### config.mk
export PLATFORM = sky130hd
export DESIGN_NAME = ecc_decoder
export DESIGN_NICKNAME = d
export VERILOG_FILES = /design/src/rtl/ecc_pkg.sv /design/src/rtl/ecc_syndrome.sv /design/src/rtl/ecc_decoder.sv
export SDC_FILE = /design/constraint.sdc
export NUM_CORES = 1
export LEC_CHECK = 0
export ABC_AREA = 1
export CORE_UTILIZATION = 50
export CTS_BUF_LIST = sky130_fd_sc_hd__clkbuf_4 sky130_fd_sc_hd__clkbuf_8
export DETAILED_ROUTE_END_ITERATION = 12
export HOLD_SLACK_MARGIN = 0.1
export PLACE_DENSITY = 0.87
export SLEW_MARGIN = 20
export SYNTH_ARGS = -nofsm -noshare
export SYNTH_HDL_FRONTEND = slang
export SYNTH_SLANG_ARGS = --single-unit
### constraint.sdc
create_clock -name clk -period 11.7 [get_ports clk]
set_input_delay 2.925 -clock clk [delete_from_list [all_inputs] [get_ports clk]]
set_output_delay 2.925 -clock clk [all_outputs]
set_load 0.1 [all_outputs]
### src/rtl/ecc_pkg.sv
// ecc_pkg: shared page ECC constants and the (136,128) check-bit function
package ecc_pkg;
   localparam int PAGE_HW = 8;
   localparam int HW_W    = 16;
   localparam int CODE_W  = 8;
   localparam int MAX_POS = 128;
   localparam int DATA_W  = PAGE_HW * HW_W;

   // check bit k covers every data bit whose position (index+1) has bit k set
   function automatic logic [CODE_W-1:0] ecc_parity(input logic [DATA_W-1:0] d);
      logic [CODE_W-1:0] c;
      c = '0;
      for (int k = 0; k < CODE_W; k++)
         for (int i = 0; i < DATA_W; i++)
            if (((i + 1) & (1 << k)) != 0) c[k] = c[k] ^ d[i];
      return c;
   endfunction
endpackage

### src/rtl/ecc_syndrome.sv
// ecc_syndrome: recomputed parity XOR stored code
module ecc_syndrome
   import ecc_pkg::*;
(
   input  logic [DATA_W-1:0] data_i,
   input  logic [CODE_W-1:0] code_i,
   output logic [CODE_W-1:0] syndrome_o
);
   assign syndrome_o = ecc_parity(data_i) ^ code_i;
endmodule

### src/rtl/ecc_decoder.sv
// ecc_decoder: two-stage page word checker/corrector with valid/ready flow
// control and saturating corrected/uncorrectable word counters
module ecc_decoder
   import ecc_pkg::*;
#(
   parameter int CNT_W = 16
) (
   input  logic              clk,
   input  logic              rst,
   input  logic              in_valid,
   output logic              in_ready,
   input  logic [HW_W-1:0]   in_data_0,
   input  logic [HW_W-1:0]   in_data_1,
   input  logic [HW_W-1:0]   in_data_2,
   input  logic [HW_W-1:0]   in_data_3,
   input  logic [HW_W-1:0]   in_data_4,
   input  logic [HW_W-1:0]   in_data_5,
   input  logic [HW_W-1:0]   in_data_6,
   input  logic [HW_W-1:0]   in_data_7,
   input  logic [CODE_W-1:0] in_code,
   output logic              out_valid,
   input  logic              out_ready,
   output logic [HW_W-1:0]   out_data_0,
   output logic [HW_W-1:0]   out_data_1,
   output logic [HW_W-1:0]   out_data_2,
   output logic [HW_W-1:0]   out_data_3,
   output logic [HW_W-1:0]   out_data_4,
   output logic [HW_W-1:0]   out_data_5,
   output logic [HW_W-1:0]   out_data_6,
   output logic [HW_W-1:0]   out_data_7,
   output logic              out_corr,
   output logic              out_uncorr,
   output logic [CODE_W-1:0] out_syndrome,
   input  logic              cnt_clr,
   output logic [CNT_W-1:0]  corr_cnt,
   output logic [CNT_W-1:0]  uncorr_cnt
);
   logic [DATA_W-1:0] in_word, flip;
   logic [CODE_W-1:0] syn;
   logic adv1, adv2, in_hs, out_hs, fix;
   logic s1_valid_q, s1_valid_d, s2_valid_q, s2_valid_d;
   logic [DATA_W-1:0] s1_data_q, s1_data_d, s2_data_q, s2_data_d;
   logic [CODE_W-1:0] s1_syn_q, s1_syn_d, s2_syn_q, s2_syn_d;
   logic s2_corr_q, s2_corr_d, s2_unc_q, s2_unc_d;
   logic [CNT_W-1:0] corr_q, corr_d, unc_q, unc_d;

   assign in_word = {in_data_7, in_data_6, in_data_5, in_data_4,
                     in_data_3, in_data_2, in_data_1, in_data_0};

   ecc_syndrome u_syn (.data_i(in_word), .code_i(in_code), .syndrome_o(syn));

   assign adv2     = !s2_valid_q || out_ready;
   assign adv1     = !s1_valid_q || adv2;
   assign in_ready = adv1;
   assign in_hs    = in_valid && adv1;
   assign out_hs   = s2_valid_q && out_ready;
   // syndromes 1..128 name a data bit; anything above has no data position
   assign fix      = (s1_syn_q != '0) && (s1_syn_q <= CODE_W'(MAX_POS));
   assign flip     = fix ? (DATA_W'(1) << (s1_syn_q - CODE_W'(1))) : '0;

   always_comb begin
      s1_valid_d = adv1 ? in_valid : s1_valid_q;
      s1_data_d  = in_hs ? in_word : s1_data_q;
      s1_syn_d   = in_hs ? syn : s1_syn_q;
      s2_valid_d = adv2 ? s1_valid_q : s2_valid_q;
      s2_data_d  = adv2 ? s1_data_q ^ flip : s2_data_q;
      s2_corr_d  = adv2 ? fix : s2_corr_q;
      s2_unc_d   = adv2 ? (s1_syn_q > CODE_W'(MAX_POS)) : s2_unc_q;
      s2_syn_d   = adv2 ? s1_syn_q : s2_syn_q;
      corr_d     = cnt_clr ? '0 : (out_hs && s2_corr_q && corr_q != '1) ? corr_q + CNT_W'(1) : corr_q;
      unc_d      = cnt_clr ? '0 : (out_hs && s2_unc_q && unc_q != '1) ? unc_q + CNT_W'(1) : unc_q;
   end

   always_ff @(posedge clk or posedge rst) begin
      if (rst) begin
         s1_valid_q <= 1'b0;
         s1_data_q  <= '0;
         s1_syn_q   <= '0;
         s2_valid_q <= 1'b0;
         s2_data_q  <= '0;
         s2_corr_q  <= 1'b0;
         s2_unc_q   <= 1'b0;
         s2_syn_q   <= '0;
         corr_q     <= '0;
         unc_q      <= '0;
      end else begin
         s1_valid_q <= s1_valid_d;
         s1_data_q  <= s1_data_d;
         s1_syn_q   <= s1_syn_d;
         s2_valid_q <= s2_valid_d;
         s2_data_q  <= s2_data_d;
         s2_corr_q  <= s2_corr_d;
         s2_unc_q   <= s2_unc_d;
         s2_syn_q   <= s2_syn_d;
         corr_q     <= corr_d;
         unc_q      <= unc_d;
      end
   end

   assign out_valid    = s2_valid_q;
   assign out_corr     = s2_corr_q;
   assign out_uncorr   = s2_unc_q;
   assign out_syndrome = s2_syn_q;
   assign corr_cnt     = corr_q;
   assign uncorr_cnt   = unc_q;
   assign {out_data_7, out_data_6, out_data_5, out_data_4,
           out_data_3, out_data_2, out_data_1, out_data_0} = s2_data_q;
endmodule

==> flow_metrics.tcl <==
set metrics [dict create \
    initial_utilization_pct 50.67 \
    area_delta_synth_final_pct 23.36 \
    crit_path_cell_trace "clkdlybuf4s50_1, nor2_4, nand2_1, clkdlybuf4s50_1" \
    crit_family "buffers and inverters" \
    max_stage_delay_ps 1050 \
    endpoint_kind "primary output" \
    finalPower_mw 4.647 \
    synthAdderAreaFrac_pct 0.1314 \
    whs_ps 468.9 \
    slew_viol_final 0 \
    grt_pass1_vias 17240 \
    reg2reg_from "out_valid" \
    synth_area_mm2 0.01904 \
    clk_latency_ps 610 \
    grt_pass1_wl_um 99860 \
    layoutNonFillerInstCount 3400 \
    path_buf_inv 2 \
    wl_um 67470 \
    path_common_cell "clkdlybuf4s50_1" \
    synth_top_area_share_pct 40.48 \
    synth_xor_area_share_pct 18.07 \
    dr.pass1.iters 6 \
    synthArstFlopShare_pct 100.0 \
    dieArea_mm2 0.03886 \
    cts_buffers 51 \
    setup_ws_ps 3506 \
    finClkSkew_ps 30.28 \
    synth_area_leader_cell "dfrtp_1" \
    dp_worst_setup_slack_ps 3514 \
    fmax_mhz 122.0 \
    clockBufferDepth 3 \
    start_kind "input port" \
    tightest_slew_ps 1091 \
    grt.overflow.total 0 \
    crit_path_top_delay_cell "clkdlybuf4s50_1" \
    max_slew_margin_pct 27.04 \
    io_pins 313 \
    rsz0062_at_grt "false" \
    antenna_found_initial 3 \
    crit_required_ps 8780 \
    fillerInstances 3285 \
    max-cap-violations 0 \
    synth.ff_latch_count 308 \
    setup_viol 0 \
    rows 71 \
    finalInstanceArea_mm2 0.02349 \
    period_minus_slack_ps 8194 \
    grt_usage_pct 34.59 \
    worst_ir_drop_vdd_v 0.0001257 \
    power.density_mw_per_mm2 197.9 \
    outcome "finished, final reports clean" \
    ys_warn_count 0 \
    dieHeight_um 197.1 \
    hpwlAfterDp_um 52950 \
    tns_ps 0 \
    multi_input_area_mm2 0.009891 \
    io_buffer_count 312 \
    syn_nets 2730 \
    cts_sinks 308 \
    synth_simple_gate_area_share_pct 27.04 \
    final_core_utilization_pct 62.50 \
    synth_top_family_by_area "simple AND/OR/NAND/NOR gates" \
    min_period_over_period_pct 70.03 \
    regArea_mm2 0.007707 \
    fp.dieW_um 197.1 \
    dp.cells 3306 \
    synth_compound_area_share_pct 6.624 \
    grt_max_degree 129 \
    cts_tree "built" \
    routabilityCongestion 1.017 \
    final-hold-violation-count 0 \
    core_area_mm2 0.03758 \
    p_leak_nw 11.08 \
    cts_resized 0 \
    drtAntennaViolNets 0 \
    worstPathArrival_ps 5270 \
    hold_start "s1_valid_q" \
    synth_edf_count 0 \
    synth_area_leaders "dfrtp_1, nand2_1, xor2_1, xnor2_1, inv_1" \
    place_area_mm2 0.02237 \
    ys.flop_type "dfrtp_1" \
    ctsHtreeMaxLevel 2 \
    clk_root_buffer_cell "clkbuf_8" \
    muxShareOfSynthArea_pct 0 \
    yosysUniqueCellTypes 36 \
    drt_iter0_markers 1963 \
    ctsHoldBuffers 0 \
    drc 0 \
    num_vias 18070 \
    path_clk_slew_ps 60 \
    cp_max_fo 32 \
    vias_per_cell 5.314 \
    critPathKind "in2out" \
    wl_per_cell_um 19.84 \
    nNetsFinal 2991 \
    crit_path_start "out_ready" \
    syn_avg_cell_area_um2 7.360 \
    syn_inst 2587 \
    post_cts.repair.setup_buffers 0 \
    yosysSeqAreaShare_pct 40.48 \
    drive_above_1_share_pct 4.986 \
    hold_class "reg2reg" \
]
cell usage after synthesis, types with 6 or more instances:
master    instances
nand2_1         967
dfrtp_1         308
inv_1           242
xor2_1          218
xnor2_1         173
nor2_1          122
o21ai_0         122
nand3_1         100
o21ai_1          85
clkbuf_1         70
nor3_1           38
buf_2            31
a21oi_1          28
or2_2            19
nand3b_1         13
buf_6             6
nand4_1           6
cells in the final DEF, fill, tap and decap left out, drive strengths merged:
master,instances
diode,1
xor2,219
dfrtp,308
nand2b,1
clkinv,9
nand3b,13
clkbuf,81
nor3,39
xnor2,173
nand2,972
o22ai,1
o221a,2
ha,2
o21ai,207
o21a,2
nand4,6
a221oi,4
buf,9
a21oi,28
nor4,1
inv,249
clkdlybuf4s50,312
or2,19
nand3,100
a31oi,1
bufinv,2
nor2,128
area by class of cell:
cell class / count / share of cell area, %
Timing Repair Buffer: 321 / 13.60
Multi-Input combinational cell: 1918 / 42.11
Clock inverter: 12 / 0.5434
Antenna cell: 1 / 0.01065
Clock buffer: 81 / 4.187
Tap cell: 511 / 2.722
Sequential cell: 308 / 32.81
Inverter: 248 / 4.011
cell families (layout without fill, tap and decap cells):
kind of cell    Yosys count  count (layout)
compound gates          245             245
xor+xnor                392             392
fa+ha+maj                 2               2
buf+inv                 361             662
flops                   308             308
other cells               0               1
simple gates           1279            1279
flip-flops by register name (all words and copies together), names as in the netlist, 8 cells and up:
signal / flops
corr_cnt: 16
uncorr_cnt: 16
out_syndrome: 8
s2_data_q: 128
s1_data_q: 128
s1_syn_q: 8
worst paths after layout:
kind,end,slack (ps),depth (start not counted)
worst max-delay path,in_ready,3510,4
worst min-delay path,out_valid,470,1
worst max register to register,s1_data_q[4],8380,7
worst min register to register,out_valid,470,1
max in group asynchronous,s1_data_q[126],6680,4
min in group asynchronous,corr_cnt[5],2920,2
routing by layer:
| metal | share of wire [%] | global-route usage, % | vias up |
|---|---|---|---|
| met4 | 4.6 | 15.59 | 2 |
| met5 | 0.013 | 0 | - |
| met1 | 40 | 46.65 | 8432 |
| met3 | 9.8 | 5.720 | 156 |
| met2 | 45 | 54.72 | 1008 |
| li1 | - | - | 8468 |
report_power, final:
part           total, mW  switching [mW]  internal (mW)
clock network       1.03           0.451          0.581
registers           1.42           0.164           1.25
logic               2.20            1.66          0.543
Note: power is estimated with default switching activity, not from simulation.
